[config.mk]
export PLATFORM = sky130hd
export DESIGN_NAME = flash_bus_phy_flat
export DESIGN_NICKNAME = d
export VERILOG_FILES = /design/src/rtl/flash_bus_phy_if.sv /design/src/rtl/flash_bus_phy.sv /design/src/flat_wrapper.sv
export SDC_FILE = /design/constraint.sdc
export NUM_CORES = 1
export LEC_CHECK = 0
export CAP_MARGIN = 10
export CORE_MARGIN = 2
export CORE_UTILIZATION = 51
export DETAILED_ROUTE_END_ITERATION = 10
export MAX_ROUTING_LAYER = met4
export PLACE_DENSITY = 0.94
export SLEW_MARGIN = 20
export SYNTH_ARGS = -nofsm -noshare
export SYNTH_HDL_FRONTEND = slang
export SYNTH_SLANG_ARGS = --single-unit
[constraint.sdc]
create_clock -name clk -period 4.1 [get_ports clk]
set_input_delay 0.41 -clock clk [delete_from_list [all_inputs] [get_ports clk]]
set_output_delay 0.41 -clock clk [all_outputs]
set_load 0.01 [all_outputs]
[src/rtl/flash_bus_phy_if.sv]
// Request/response and flash pin bundle for flash_bus_phy; master = sequencer/board side, slave = phy.
// flash_ry_by_n exists only when FLASH_RDY_EN is defined.
interface flash_bus_phy_if;
    logic        wr_en;
    logic [24:0] wr_addr;
    logic [15:0] wr_data;
    logic        wr_done;
    logic        rd_en;
    logic [24:0] rd_addr;
    logic [16:0] rd_length;
    logic [15:0] rd_data;
    logic        rd_valid;
    logic        rd_done;
    logic        flash_ce_n;
    logic        flash_oe_n;
    logic        flash_we_n;
    logic [24:0] flash_addr;
    logic [15:0] flash_dq_o;
    logic        flash_dq_oe;
    logic [15:0] flash_dq_i;
`ifdef FLASH_RDY_EN
    logic        flash_ry_by_n;

    modport master (
        output wr_en, wr_addr, wr_data, rd_en, rd_addr, rd_length, flash_dq_i, flash_ry_by_n,
        input  wr_done, rd_data, rd_valid, rd_done,
        input  flash_ce_n, flash_oe_n, flash_we_n, flash_addr, flash_dq_o, flash_dq_oe
    );
    modport slave (
        input  wr_en, wr_addr, wr_data, rd_en, rd_addr, rd_length, flash_dq_i, flash_ry_by_n,
        output wr_done, rd_data, rd_valid, rd_done,
        output flash_ce_n, flash_oe_n, flash_we_n, flash_addr, flash_dq_o, flash_dq_oe
    );
`else
    modport master (
        output wr_en, wr_addr, wr_data, rd_en, rd_addr, rd_length, flash_dq_i,
        input  wr_done, rd_data, rd_valid, rd_done,
        input  flash_ce_n, flash_oe_n, flash_we_n, flash_addr, flash_dq_o, flash_dq_oe
    );
    modport slave (
        input  wr_en, wr_addr, wr_data, rd_en, rd_addr, rd_length, flash_dq_i,
        output wr_done, rd_data, rd_valid, rd_done,
        output flash_ce_n, flash_oe_n, flash_we_n, flash_addr, flash_dq_o, flash_dq_oe
    );
`endif
endinterface

[src/rtl/flash_bus_phy.sv]
// Pin-level CE#/OE#/WE# sequencer for a 16-bit async NOR flash; optional FLASH_RDY_EN adds RY/BY# wait.
// Latency: write done 8 cycles after capture (defaults); read word k at T_RD + k*(T_RD+T_GAP).
// No backpressure: requests are accepted only in IDLE, anything arriving while busy is dropped.
module flash_bus_phy #(
    parameter int T_ADDR_SETUP = 2,
    parameter int T_WE         = 4,
    parameter int T_HOLD       = 2,
    parameter int T_RD         = 8,
    parameter int T_GAP        = 2
) (
    input  logic           clk,
    input  logic           rst_n,
    flash_bus_phy_if.slave bus
);
    localparam int M1    = (T_ADDR_SETUP > T_WE) ? T_ADDR_SETUP : T_WE;
    localparam int M2    = (M1 > T_HOLD) ? M1 : T_HOLD;
    localparam int M3    = (M2 > T_RD) ? M2 : T_RD;
    localparam int MAX_T = (M3 > T_GAP) ? M3 : T_GAP;
    localparam int CW    = $clog2(MAX_T + 1);

`ifdef FLASH_RDY_EN
    typedef enum logic [2:0] {
        IDLE = 3'd0, WR_SETUP = 3'd1, WR_PULSE = 3'd2, WR_HOLD = 3'd3,
        RD_ACCESS = 3'd4, RD_GAP = 3'd5, DONE = 3'd6, WR_BUSY = 3'd7
    } state_t;
`else
    typedef enum logic [2:0] {
        IDLE = 3'd0, WR_SETUP = 3'd1, WR_PULSE = 3'd2, WR_HOLD = 3'd3,
        RD_ACCESS = 3'd4, RD_GAP = 3'd5, DONE = 3'd6
    } state_t;
`endif

    state_t        state_q, state_d;
    logic [CW-1:0] cnt_q, cnt_d;
    logic [16:0]   rem_q, rem_d;
    logic          op_rd_q, op_rd_d;
    logic          ce_n_q, ce_n_d, oe_n_q, oe_n_d, we_n_q, we_n_d;
    logic [24:0]   addr_q, addr_d;
    logic [15:0]   dq_o_q, dq_o_d;
    logic          dq_oe_q, dq_oe_d;
    logic [15:0]   rd_data_q, rd_data_d;
    logic          rd_valid_q, rd_valid_d, rd_done_q, rd_done_d, wr_done_q, wr_done_d;

    logic          rd_go;
    logic [24:0]   rd_src_addr;
    logic [16:0]   rd_src_len;

`ifdef FLASH_RDY_EN
    logic [1:0] ry_sync_q;
    logic       ry_sync;
    logic       rd_pend_q, rd_pend_d;

    always_ff @(posedge clk or negedge rst_n) begin
        if (!rst_n) ry_sync_q <= 2'b00;
        else        ry_sync_q <= {ry_sync_q[0], bus.flash_ry_by_n};
    end
    assign ry_sync = ry_sync_q[1];

    // A read held off by a busy flash is parked in addr_q/rem_q until ready returns.
    assign rd_go       = (rd_pend_q | bus.rd_en) & ry_sync;
    assign rd_src_addr = rd_pend_q ? addr_q : bus.rd_addr;
    assign rd_src_len  = rd_pend_q ? rem_q  : bus.rd_length;
`else
    assign rd_go       = bus.rd_en;
    assign rd_src_addr = bus.rd_addr;
    assign rd_src_len  = bus.rd_length;
`endif

    always_comb begin
        state_d    = state_q;
        cnt_d      = cnt_q;
        rem_d      = rem_q;
        op_rd_d    = op_rd_q;
        ce_n_d     = ce_n_q;
        oe_n_d     = oe_n_q;
        we_n_d     = we_n_q;
        addr_d     = addr_q;
        dq_o_d     = dq_o_q;
        dq_oe_d    = dq_oe_q;
        rd_data_d  = rd_data_q;
        rd_valid_d = 1'b0;
        rd_done_d  = 1'b0;
        wr_done_d  = 1'b0;
`ifdef FLASH_RDY_EN
        rd_pend_d  = rd_pend_q;
`endif
        unique case (state_q)
            IDLE: begin
                if (bus.wr_en) begin
                    state_d = WR_SETUP;
                    cnt_d   = CW'(T_ADDR_SETUP - 1);
                    op_rd_d = 1'b0;
                    ce_n_d  = 1'b0;
                    addr_d  = bus.wr_addr;
                    dq_o_d  = bus.wr_data;
                    dq_oe_d = 1'b1;
`ifdef FLASH_RDY_EN
                    rd_pend_d = 1'b0;
`endif
                end else if (rd_go) begin
                    op_rd_d = 1'b1;
                    addr_d  = rd_src_addr;
                    rem_d   = rd_src_len;
`ifdef FLASH_RDY_EN
                    rd_pend_d = 1'b0;
`endif
                    if (rd_src_len == 17'd0) begin
                        state_d = DONE;
                    end else begin
                        state_d = RD_ACCESS;
                        cnt_d   = CW'(T_RD - 1);
                        ce_n_d  = 1'b0;
                        oe_n_d  = 1'b0;
                    end
                end
`ifdef FLASH_RDY_EN
                else if (bus.rd_en && !rd_pend_q) begin
                    rd_pend_d = 1'b1;
                    addr_d    = bus.rd_addr;
                    rem_d     = bus.rd_length;
                end
`endif
            end
            WR_SETUP: begin
                if (cnt_q == '0) begin
                    state_d = WR_PULSE;
                    cnt_d   = CW'(T_WE - 1);
                    we_n_d  = 1'b0;
                end else begin
                    cnt_d = cnt_q - 1'b1;
                end
            end
            WR_PULSE: begin
                if (cnt_q == '0) begin
                    state_d = WR_HOLD;
                    cnt_d   = CW'(T_HOLD - 1);
                    we_n_d  = 1'b1;
                end else begin
                    cnt_d = cnt_q - 1'b1;
                end
            end
            WR_HOLD: begin
                if (cnt_q == '0) begin
                    ce_n_d  = 1'b1;
                    dq_oe_d = 1'b0;
`ifdef FLASH_RDY_EN
                    state_d = WR_BUSY;
`else
                    state_d   = DONE;
                    wr_done_d = 1'b1;
`endif
                end else begin
                    cnt_d = cnt_q - 1'b1;
                end
            end
`ifdef FLASH_RDY_EN
            WR_BUSY: begin
                if (ry_sync) begin
                    state_d   = DONE;
                    wr_done_d = 1'b1;
                end
            end
`endif
            RD_ACCESS: begin
                if (cnt_q == '0) begin
                    rd_data_d  = bus.flash_dq_i;
                    rd_valid_d = 1'b1;
                    ce_n_d     = 1'b1;
                    oe_n_d     = 1'b1;
                    if (rem_q == 17'd1) begin
                        state_d = DONE;
                    end else begin
                        state_d = RD_GAP;
                        cnt_d   = CW'(T_GAP - 1);
                        rem_d   = rem_q - 17'd1;
                        addr_d  = addr_q + 25'd1;
                    end
                end else begin
                    cnt_d = cnt_q - 1'b1;
                end
            end
            RD_GAP: begin
                if (cnt_q == '0) begin
                    state_d = RD_ACCESS;
                    cnt_d   = CW'(T_RD - 1);
                    ce_n_d  = 1'b0;
                    oe_n_d  = 1'b0;
                end else begin
                    cnt_d = cnt_q - 1'b1;
                end
            end
            DONE: begin
                // Write completion is flagged on entry; read completion lands one cycle after the last word.
                state_d   = IDLE;
                rd_done_d = op_rd_q;
            end
            default: state_d = IDLE;
        endcase
    end

    always_ff @(posedge clk or negedge rst_n) begin
        if (!rst_n) begin
            state_q    <= IDLE;
            cnt_q      <= '0;
            rem_q      <= '0;
            op_rd_q    <= 1'b0;
            ce_n_q     <= 1'b1;
            oe_n_q     <= 1'b1;
            we_n_q     <= 1'b1;
            addr_q     <= '0;
            dq_o_q     <= '0;
            dq_oe_q    <= 1'b0;
            rd_data_q  <= '0;
            rd_valid_q <= 1'b0;
            rd_done_q  <= 1'b0;
            wr_done_q  <= 1'b0;
`ifdef FLASH_RDY_EN
            rd_pend_q  <= 1'b0;
`endif
        end else begin
            state_q    <= state_d;
            cnt_q      <= cnt_d;
            rem_q      <= rem_d;
            op_rd_q    <= op_rd_d;
            ce_n_q     <= ce_n_d;
            oe_n_q     <= oe_n_d;
            we_n_q     <= we_n_d;
            addr_q     <= addr_d;
            dq_o_q     <= dq_o_d;
            dq_oe_q    <= dq_oe_d;
            rd_data_q  <= rd_data_d;
            rd_valid_q <= rd_valid_d;
            rd_done_q  <= rd_done_d;
            wr_done_q  <= wr_done_d;
`ifdef FLASH_RDY_EN
            rd_pend_q  <= rd_pend_d;
`endif
        end
    end

    assign bus.flash_ce_n  = ce_n_q;
    assign bus.flash_oe_n  = oe_n_q;
    assign bus.flash_we_n  = we_n_q;
    assign bus.flash_addr  = addr_q;
    assign bus.flash_dq_o  = dq_o_q;
    assign bus.flash_dq_oe = dq_oe_q;
    assign bus.rd_data     = rd_data_q;
    assign bus.rd_valid    = rd_valid_q;
    assign bus.rd_done     = rd_done_q;
    assign bus.wr_done     = wr_done_q;
endmodule

[src/flat_wrapper.sv]
// flat-port wrapper written by rule: the top's interface ports become plain ports
module flash_bus_phy_flat 
#(
    parameter int T_ADDR_SETUP = 2,
    parameter int T_WE         = 4,
    parameter int T_HOLD       = 2,
    parameter int T_RD         = 8,
    parameter int T_GAP        = 2
)
  (clk, rst_n, bus_wr_en, bus_wr_addr, bus_wr_data, bus_rd_en, bus_rd_addr, bus_rd_length, bus_flash_dq_i, bus_wr_done, bus_rd_data, bus_rd_valid, bus_rd_done, bus_flash_ce_n, bus_flash_oe_n, bus_flash_we_n, bus_flash_addr, bus_flash_dq_o, bus_flash_dq_oe);
  flash_bus_phy_if bus_i ();
  input  logic clk;
  input  logic rst_n;
  input wire logic [$bits(bus_i.wr_en)-1:0] bus_wr_en;
  input wire logic [$bits(bus_i.wr_addr)-1:0] bus_wr_addr;
  input wire logic [$bits(bus_i.wr_data)-1:0] bus_wr_data;
  input wire logic [$bits(bus_i.rd_en)-1:0] bus_rd_en;
  input wire logic [$bits(bus_i.rd_addr)-1:0] bus_rd_addr;
  input wire logic [$bits(bus_i.rd_length)-1:0] bus_rd_length;
  input wire logic [$bits(bus_i.flash_dq_i)-1:0] bus_flash_dq_i;
  output wire logic [$bits(bus_i.wr_done)-1:0] bus_wr_done;
  output wire logic [$bits(bus_i.rd_data)-1:0] bus_rd_data;
  output wire logic [$bits(bus_i.rd_valid)-1:0] bus_rd_valid;
  output wire logic [$bits(bus_i.rd_done)-1:0] bus_rd_done;
  output wire logic [$bits(bus_i.flash_ce_n)-1:0] bus_flash_ce_n;
  output wire logic [$bits(bus_i.flash_oe_n)-1:0] bus_flash_oe_n;
  output wire logic [$bits(bus_i.flash_we_n)-1:0] bus_flash_we_n;
  output wire logic [$bits(bus_i.flash_addr)-1:0] bus_flash_addr;
  output wire logic [$bits(bus_i.flash_dq_o)-1:0] bus_flash_dq_o;
  output wire logic [$bits(bus_i.flash_dq_oe)-1:0] bus_flash_dq_oe;
  assign bus_i.wr_en = bus_wr_en;
  assign bus_i.wr_addr = bus_wr_addr;
  assign bus_i.wr_data = bus_wr_data;
  assign bus_i.rd_en = bus_rd_en;
  assign bus_i.rd_addr = bus_rd_addr;
  assign bus_i.rd_length = bus_rd_length;
  assign bus_i.flash_dq_i = bus_flash_dq_i;
  assign bus_wr_done = bus_i.wr_done;
  assign bus_rd_data = bus_i.rd_data;
  assign bus_rd_valid = bus_i.rd_valid;
  assign bus_rd_done = bus_i.rd_done;
  assign bus_flash_ce_n = bus_i.flash_ce_n;
  assign bus_flash_oe_n = bus_i.flash_oe_n;
  assign bus_flash_we_n = bus_i.flash_we_n;
  assign bus_flash_addr = bus_i.flash_addr;
  assign bus_flash_dq_o = bus_i.flash_dq_o;
  assign bus_flash_dq_oe = bus_i.flash_dq_oe;
  flash_bus_phy #(.T_ADDR_SETUP(T_ADDR_SETUP), .T_WE(T_WE), .T_HOLD(T_HOLD), .T_RD(T_RD), .T_GAP(T_GAP)) u_core (.clk(clk), .rst_n(rst_n), .bus(bus_i));
endmodule
==> impl_metrics.toml, run 1 <==
[drt]
viasPerCell = 6.088
totalWireLength_mm = 15.28
wire_per_inst_um = 17.83
ant_nets = 0
vias = 5217
drtIter0Drc = 388
post-route-drc-count = 0
drt_pass1_iterations = 6

[synth]
syn-num-nets = 688
synth_seq_cells = 89
syn_area_per_cell_um2 = 8.909
yosysWarningCount = 0
synth_edf_count = 0
ys_types = 64
ys_seq_area_share_pct = 43.17
synth_flop_cell = "dfrtp_1"
postSynthCellCount = 580
async_reset_ff_share_pct = 100.0
syn_area_um2 = 5167

[timing]
maxSlewHeadroom_pct = 36.94
tightest_slew_ns = 0.9459
drv_slew = 0
finalCriticalPeriod_ns = 3.063
fmax_ghz = 0.3265
period_share_pct = 74.70
rsz0062_at_grt = "no"
skew_ns = 0.01485
hold_slack_ns = 0.09188
finalSetupTns_ns = 0
postLayoutSetupSlackWorst_ns = 1.037
hold_violations = 0
setup_viol_count_final = 0

[floorplanning]
fp.dieH_um = 104.7
die_w_um = 104.7
die_area_um2 = 10950
core_um2 = 9819
ioPinCount = 167
num_rows = 36
initial_utilization_pct = 52.62

[global_routing]
grt_max_degree = 90
antenna_found_initial = 0
grt_pass1_vias = 5167
grt_use_met2_pct = 46.97
met1_usage_pct = 36.20
grt_use_met3_pct = 7.611
grt_pass1_wl_mm = 25.30
top_usage_layer = "met2"
grt_overflow_total = 0
gr-usage-all-layers_pct = 29.38

[min_path]
hold_class = "input pin to asynchronous set/reset pin"

[critical_path]
end_kind = "flop"
cp_common_cell = "inv_1"
path_cells = "inv_1, ha_1, nor3b_2, nand2_1, inv_1, a21o_1, o21ai_0, o21a_1"
cp_top_family = "compound AO/OA/AOI/OAI gates"
crit_type = "flop to flop"
worstReg2RegEnd = "u_core.bus.flash_addr[20]"
r2r_setup_slack_ns = 1.04
critPathLaunchType = "flop"
critPathRequiredTime_ns = 4.38
critPathMaxFanout = 32
crit_arrival_ns = 3.34
critPathSlowestCell = "a21o_1"
reg2regPathDepth = 8
cp_num_buf_inv = 2
timing.rr.start = "u_core.cnt_q[0]"
max_stage_delay_ns = 0.76

[place]
dpl.hpwl_mm = 10.95
routabilityCongestion = 0.9162
pre_cts_slack_ns = 1.107
port_buffers = 166

[clock_network]
cts_hold_buf = 0
cts_max_path_buffers = 2
htreeDepth = 3
cts_root_buf = "clkbuf_8"
path_clk_slew_ns = 0.09
cts_made_buffers = 9
cts_setup_buffers = 0
cts_resized = 0
insertion_delay_ns = 0.38
clock_sinks = 89
cts_tree = "yes"

[layout]
diodes = 0
fillers = 759
layout-drive-gt1-share_pct = 8.702
syn2layout_area_growth_pct = 34.84
nNetsFinal = 829

[pwr]
powerDensity_nw_per_um2 = 696.2
p_leak_nw = 2.794
ir_worst_vdd_v = 0.0003795

[status]
status = "complete, no violations"

[flow_run]
cap_viol_max_count = 0
## through the flow
stage / util (%) / instance area (µm²) / std cells / power [mW]
after CTS: 70.92 / 6964 / 857 / 4.832
after global routing: 70.96 / 6968 / 857 / 5.204
after floorplan: - / 5167 / 580 / 3.229
after detailed placement: 69.38 / 6813 / 843 / 4.293
final: 70.96 / 6968 / 857 / 4.851
after global placement: 69.38 / 6813 / 843 / 4.151
## report_power, final
part	total, mW	switching, mW	internal (mW)	leakage (nW)
clock network	0.525	0.312	0.213	0.0713
registers	1.78	0.480	1.30	1.03
logic	2.54	1.30	1.25	1.69
total	4.85	2.09	2.76	2.79
## cells in the mapped netlist (all sizes together), types with 5 or more instances
cell     n  area [µm²]
a21oi   76       384.1
o31ai    6       45.04
a211oi   5       37.54
o22a     8       70.07
and4     5       43.79
nor4     9       71.32
nor3    12       65.06
dfrtp   86        2152
nand2   95       356.6
o22ai   17       106.4
ha       5       62.56
mux2    28       315.3
buf     20       116.4
clkbuf  19       81.32
o21ai   39       195.2
nand3   22       110.1
nand4   10       62.56
or3      7       48.80
nor2b    7       43.79
nor2    27       108.9
mux2i   11       110.1
inv      8       30.03
## routing by layer
metal	up-vias	part of all wire, %
met3	39	9.5
li1	2407	-
met4	0	2.4
met1	2480	40
met2	291	48
met5	-	0
## state kept, by name, summed over array words and instances (netlist names), 3 cells and up
signal                 flops
u_core.rem_q              17
u_core.bus.flash_addr     25
u_core.bus.rd_data        16
u_core.state_q             3
u_core.bus.flash_dq_o     16
u_core.cnt_q               4
## cell usage in the layout, fill, tap and decap left out, types with 2 or more instances in the layout
master	count
clkdlybuf4s50_1	164
nand2_1	95
dfrtp_1	86
a21oi_1	75
o21ai_0	38
mux2_2	28
nor2_1	26
nand3_1	22
o22ai_1	17
nor3_1	11
mux2i_1	11
nand4_1	10
clkbuf_8	9
inv_1	8
nor4_1	8
o22a_1	8
nor2b_1	7
or3_1	6
o31ai_1	6
and4_1	5
a211oi_1	5
ha_1	5
a21o_1	4
and3_1	4
a31oi_1	4
nand2b_1	4
a2bb2oi_1	4
or3b_2	3
a22o_1	3
o32a_1	3
buf_4	3
dfstp_2	3
nor3b_1	2
nand3b_1	2
a211o_1	2
clkinvlp_4	2
clkbuf_1	2
## worst max-delay path by stage
stage | start | to | slack (ns) | cells past startpoint
6_report | u_core.cnt_q[0] | u_core.bus.flash_addr[20] | 1.04 | 8
5_1_grt | u_core.cnt_q[0] | u_core.bus.flash_addr[20] | 0.70 | 8
4_1_cts | u_core.cnt_q[0] | u_core.bus.flash_addr[20] | 1.08 | 8
3_5_place_dp | u_core.cnt_q[0] | u_core.bus.flash_addr[20] | 1.11 | 8
3_3_place_gp | u_core.cnt_q[0] | u_core.bus.flash_addr[20] | 1.20 | 8
2_1_floorplan | u_core.cnt_q[0] | u_core.cnt_q[3] | 2.08 | 8
## layout make-up
| class | count | area [µm²] | area share [%] |
|---|---|---|---|
| Timing Repair Buffer | 169 | 1680 | 24.12 |
| Multi-Input combinational cell | 444 | 2709 | 38.88 |
| Inverter | 8 | 30.03 | 0.4310 |
| Sequential cell | 89 | 2231 | 32.02 |
| Tap cell | 133 | 166.4 | 2.388 |
| Clock buffer | 11 | 131.4 | 1.885 |
| Clock inverter | 3 | 20.02 | 0.2873 |
## cell families after synthesis
logic type / count (synthesis) / share of synthesized area [%]
buffers and inverters: 47 / 4.407
AO/OA/AOI/OAI: 180 / 20.94
multiplexers: 39 / 8.232
flip-flops: 89 / 43.17
AND/OR/NAND/NOR: 220 / 22.03
adder cells (fa/ha/maj): 5 / 1.211
Note: power is estimated with default switching activity, not from simulation.
==> run 2, diff against run 1 <==
CORE_UTILIZATION = 47   (was 51)
PLACE_DENSITY = 0.88   (was 0.94)
clock period = 2.85 ns   (was 4.1 ns; I/O delays follow)
==> run 2 against run 1 <==
Compared with the run above: non-clock buffer count rose by 10; worst hold slack improved by 0.35 ns; die area up 8.2%; via count increased by 0.54%; critical endpoint is now u_core.bus.flash_addr[8]; largest power group unchanged.
==> impl_metrics.toml, run 2 (same netlist as run 1, synthesis figures left out) <==
[status]
status = "complete, no violations"

[critical_path]
end_kind = "flop"
crit_arrival_ns = 2.71
path_cells = "inv_1, ha_1, nor4b_1, nand4_1, a21o_1, a21oi_1, a21oi_1"
cp_common_cell = "a21oi_1"
max_stage_delay_ns = 0.61
critPathRequiredTime_ns = 3.05
critPathLaunchType = "flop"
critPathMaxFanout = 32
critPathSlowestCell = "a21o_1"
crit_type = "flop to flop"

[floorplanning]
num_rows = 38
die_w_um = 108.9
core_um2 = 10790
ioPinCount = 167
die_area_um2 = 11850
fp.dieH_um = 108.9
initial_utilization_pct = 47.88

[drt]
vias = 5245
totalWireLength_mm = 15.19
ant_nets = 0
drtIter0Drc = 276
post-route-drc-count = 0
wire_per_inst_um = 17.34
drt_pass1_iterations = 4
viasPerCell = 5.987

[pwr]
ir_worst_vdd_v = 0.0006387
powerDensity_nw_per_um2 = 1007
power_frac_clock_pct = 12.6
combPwrFrac_pct = 52.6
seq_power_share_pct = 34.8
p_leak_nw = 2.856
switchingPower_mw = 3.024
intPower_mw = 4.133
swShare_pct = 42.25

[layout]
syn2layout_area_growth_pct = 37.48
layout-drive-gt1-share_pct = 10.33
fillers = 876
diodes = 0
largest_reg_flops = 25
mostFrequentLayoutCell = "clkdlybuf4s50_1"
final_cell_mix = "164 x clkdlybuf4s50_1, 95 x nand2_1, 86 x dfrtp_1"
nNetsFinal = 839

[timing]
setup_viol_count_final = 0
fmax_ghz = 0.3983
skew_ns = 0.009378
drv_slew = 0
hold_violations = 0
tightest_slew_ns = 1.013
period_share_pct = 88.09
finalCriticalPeriod_ns = 2.511
finalSetupTns_ns = 0
rsz0062_at_grt = "no"
hold_slack_ns = 0.4420
maxSlewHeadroom_pct = 32.49

[clock_network]
cts_root_buf = "clkbuf_8"
cts_tree = "yes"
cts_max_path_buffers = 2
path_clk_slew_ns = 0.09
htreeDepth = 3
clock_sinks = 89
cts_made_buffers = 9
insertion_delay_ns = 0.36
cts_resized = 0

[global_routing]
grt_max_degree = 88
grt_pass1_wl_mm = 24.16
grt_overflow_total = 0
grt_pass1_vias = 5038
antenna_found_initial = 0
gr-usage-all-layers_pct = 26.73

[place]
dpl.hpwl_mm = 11.03
port_buffers = 166
routabilityCongestion = 0.8955

[flow_run]
cap_viol_max_count = 0

[min_path]
hold_class = "input pin to flop"
run 2: changes by cell type in the layout (fill, tap and decap cells not counted):
cell,delta
buf_4,+10
clkinvlp_4,+3
clkbuf_1,-2
buf_6,-1
bufinv_16,+1
clkbuf_8,+1
clkinv_2,-1
dlygate4sd3_1,+1
run 2: metal layers:
metal  global-route usage [%]  routed length, µm
met1                    33.72               6004
met2                    44.20               7669
met3                    3.825               1222
met4                    9.341                295
met5                        -                  0
run 2: final timing paths:
path	startpoint	end	slack [ns]	cells past startpoint
min	bus_flash_dq_i[13]	u_core.bus.rd_data[13]	0.44	3
max	u_core.rem_q[1]	u_core.bus.flash_addr[8]	0.34	7
max in group asynchronous	rst_n	u_core.bus.flash_dq_o[11]	1.59	3
max reg2reg	u_core.rem_q[1]	u_core.bus.flash_addr[8]	0.34	7
min reg2reg	u_core.bus.rd_data[7]	u_core.bus.rd_data[7]	0.49	2
min in group asynchronous	rst_n	u_core.cnt_q[2]	0.51	2
run 2: stage by stage:
stage / setup WS (ns) / util (%) / std cells / total power [mW] / instance area, µm²
floorplan: 0.8295 / - / 580 / 4.645 / 5167
global placement: 0.4260 / 63.83 / 859 / 6.020 / 6889
detailed placement: 0.3536 / 63.83 / 859 / 6.236 / 6889
CTS: 0.3857 / 65.82 / 876 / 7.170 / 7104
global route: 0.08576 / 65.82 / 876 / 7.691 / 7104
finish: 0.3394 / 65.82 / 876 / 7.157 / 7104
run 2: timing repair:
| item | in CTS | in global routing |
|---|---|---|
| hold buffers | 1 | 0 |
| hold endpoints to repair | 29 | 0 |
| buffers inserted | 0 | 0 |
run 2: area by class of cell:
type                       count  area, µm²  area share, %
clock buffer                  10      137.6          1.937
inverter                       8      30.03         0.4227
multi-input combinational    444       2709          38.13
timing repair buffer         179       1754          24.69
tap                          140      175.2          2.466
clock inverter                 6      67.56         0.9510
sequential                    89       2231          31.40
run 2: worst max-delay path: cells and delay by family (launching register included):
family	cells	cell delay, ns
compound gates	3	1.01
fa+ha+maj	1	0.15
buf+inv	1	0.10
flops	1	0.40
simple gates	2	0.67
run 2: power by group through the flow:
stage | registers (mW) | clock network, mW | logic (mW)
final | 2.49 | 0.900 | 3.76
after global routing | 2.59 | 0.964 | 4.14
after CTS | 2.49 | 0.922 | 3.76
after detailed placement | 2.50 | 0 | 3.73
after global placement | 2.45 | 0 | 3.57
after floorplan | 2.56 | 0 | 2.09
==> run 3, diff against run 2 <==
CORE_UTILIZATION = 60   (was 47)
DONT_BUFFER_PORTS = 1   (was unset)
PLACE_DENSITY = 0.83   (was 0.88)
==> run 3 against run 2 <==
Compared with the run above: clock skew up 0.010 ns; sequential cell count unchanged; first-iteration DRC count up 19%; count of clock-buffer cells in the layout down 1; critical path type unchanged; core utilization about the same; cell count down 22%; sequential share of layout area up 9.4 points.
==> impl_metrics.toml, run 3 (same netlist as run 1, synthesis figures left out) <==
[status]
status = "complete, no violations"

[layout]
nNetsFinal = 677
stdcell_count = 679
finalCoreUtilization_pct = 65.87
mostFrequentLayoutCell = "nand2_1"
layout-drive-gt1-share_pct = 12.72
syn2layout_area_growth_pct = 5.787
largest_reg_flops = 25
diodes = 0
final_cell_mix = "95 x nand2_1, 86 x dfrtp_1, 75 x a21oi_1"

[timing]
finalCriticalPeriod_ns = 2.543
postLayoutSetupSlackWorst_ns = 0.3074
skew_ns = 0.01968
finalSetupTns_ns = 0
tightest_slew_ns = 0.6830
drv_slew = 0
rsz0062_at_grt = "no"
maxSlewHeadroom_pct = 54.47
hold_violations = 0
fmax_ghz = 0.3933
setup_viol_count_final = 0
period_share_pct = 89.21

[floorplanning]
ioPinCount = 167
initial_utilization_pct = 62.26
num_rows = 33
core_um2 = 8299
die_w_um = 96.81
die_area_um2 = 9371
fp.dieH_um = 96.81

[clock_network]
clock_sinks = 89
cts_max_path_buffers = 2
htreeDepth = 3
path_clk_slew_ns = 0.11
cts_tree = "yes"
insertion_delay_ns = 0.37
cts_root_buf = "clkbuf_8"
cts_made_buffers = 9

[drt]
viasPerCell = 6.710
drt_pass1_iterations = 5
drtIter0Drc = 328
ant_nets = 0
vias = 4556
post-route-drc-count = 0
wire_per_inst_um = 19.31
totalWireLength_mm = 13.11

[place]
pre_cts_slack_ns = 0.3170
dp_cells = 656
routabilityCongestion = 0.9079
port_buffers = 0
dpl.hpwl_mm = 9.136

[pwr]
ir_worst_vdd_v = 0.0006032
power.total_mw = 6.127
p_leak_nw = 2.250
powerDensity_nw_per_um2 = 1121

[global_routing]
gr-usage-all-layers_pct = 28.40
grt_max_degree = 90
grt_overflow_total = 0
antenna_found_initial = 0
grt_pass1_wl_mm = 21.32
grt_pass1_vias = 4388

[critical_path]
critPathMaxFanout = 16
end_kind = "flop"
cp_num_buf_inv = 1
path_cells = "inv_1, ha_1, nor4b_1, nand4_1, a21oi_2, a21oi_1, o2bb2a_1"
critPathSlowestCell = "a21oi_2"
critPathRequiredTime_ns = 3.12
crit_arrival_ns = 2.81
crit_type = "flop to flop"
critPathLaunchType = "flop"
max_stage_delay_ns = 0.61
cp_top_family = "compound AO/OA/AOI/OAI gates"

[min_path]
hold_class = "input pin to flop"

[flow_run]
cap_viol_max_count = 0
==> run 3: what timing repair did <==
| action | in CTS | in global routing |
|---|---|---|
| resized for setup | 0 | 0 |
| setup buffers | 0 | 0 |
| hold buffers | 6 | 1 |
| hold endpoints to repair | 93 | 1 |
==> run 3: layer usage <==
metal | track usage, % | part of all wire, %
met3 | 7.298 | 11
met4 | 9.317 | 1.6
met2 | 45.41 | 48
met1 | 35.54 | 40
met5 | - | 0
==> run 3: path summary, 6_finish.rpt <==
| path | startpoint | endpoint | slack (ns) | cells past startpoint |
|---|---|---|---|---|
| setup / recovery | u_core.rem_q[1] | u_core.bus.flash_addr[22] | 0.31 | 7 |
| hold / removal | bus_flash_dq_i[3] | u_core.bus.rd_data[3] | 0.01 | 2 |
| setup reg to reg | u_core.rem_q[1] | u_core.bus.flash_addr[22] | 0.31 | 7 |
| hold reg to reg | u_core.op_rd_q | u_core.op_rd_q | 0.51 | 2 |
| max in group asynchronous | rst_n | u_core.bus.flash_oe_n | 1.96 | 2 |
| min in group asynchronous | rst_n | u_core.bus.flash_addr[9] | 0.51 | 2 |
==> run 3: final cells by class <==
cell class              count  area [µm²]
flip-flops and latches     89        2231
clock inverters             7       66.31
inverters                   8       30.03
clock buffers               9       123.9
repair buffers             17       175.2
fillers                   680        2833
multi-input cells         444        2709
well taps                 105       131.4
==> run 3: per-stage QoR <==
step / instance area (µm²) / hold slack (ns)
floorplan: 5167 / -0.01059
global placement: 5189 / -0.008706
detailed placement: 5189 / -0.008746
CTS: 5456 / 0.0006086
global route: 5466 / 0.005324
finish: 5466 / 0.01234
==> run 3: where the power goes <==
| part | internal, mW | switching, mW | total, mW |
|---|---|---|---|
| clock | 0.344 | 0.511 | 0.854 |
| sequential | 1.87 | 0.955 | 2.83 |
| combinational | 1.04 | 1.40 | 2.45 |
| total | 3.26 | 2.87 | 6.13 |
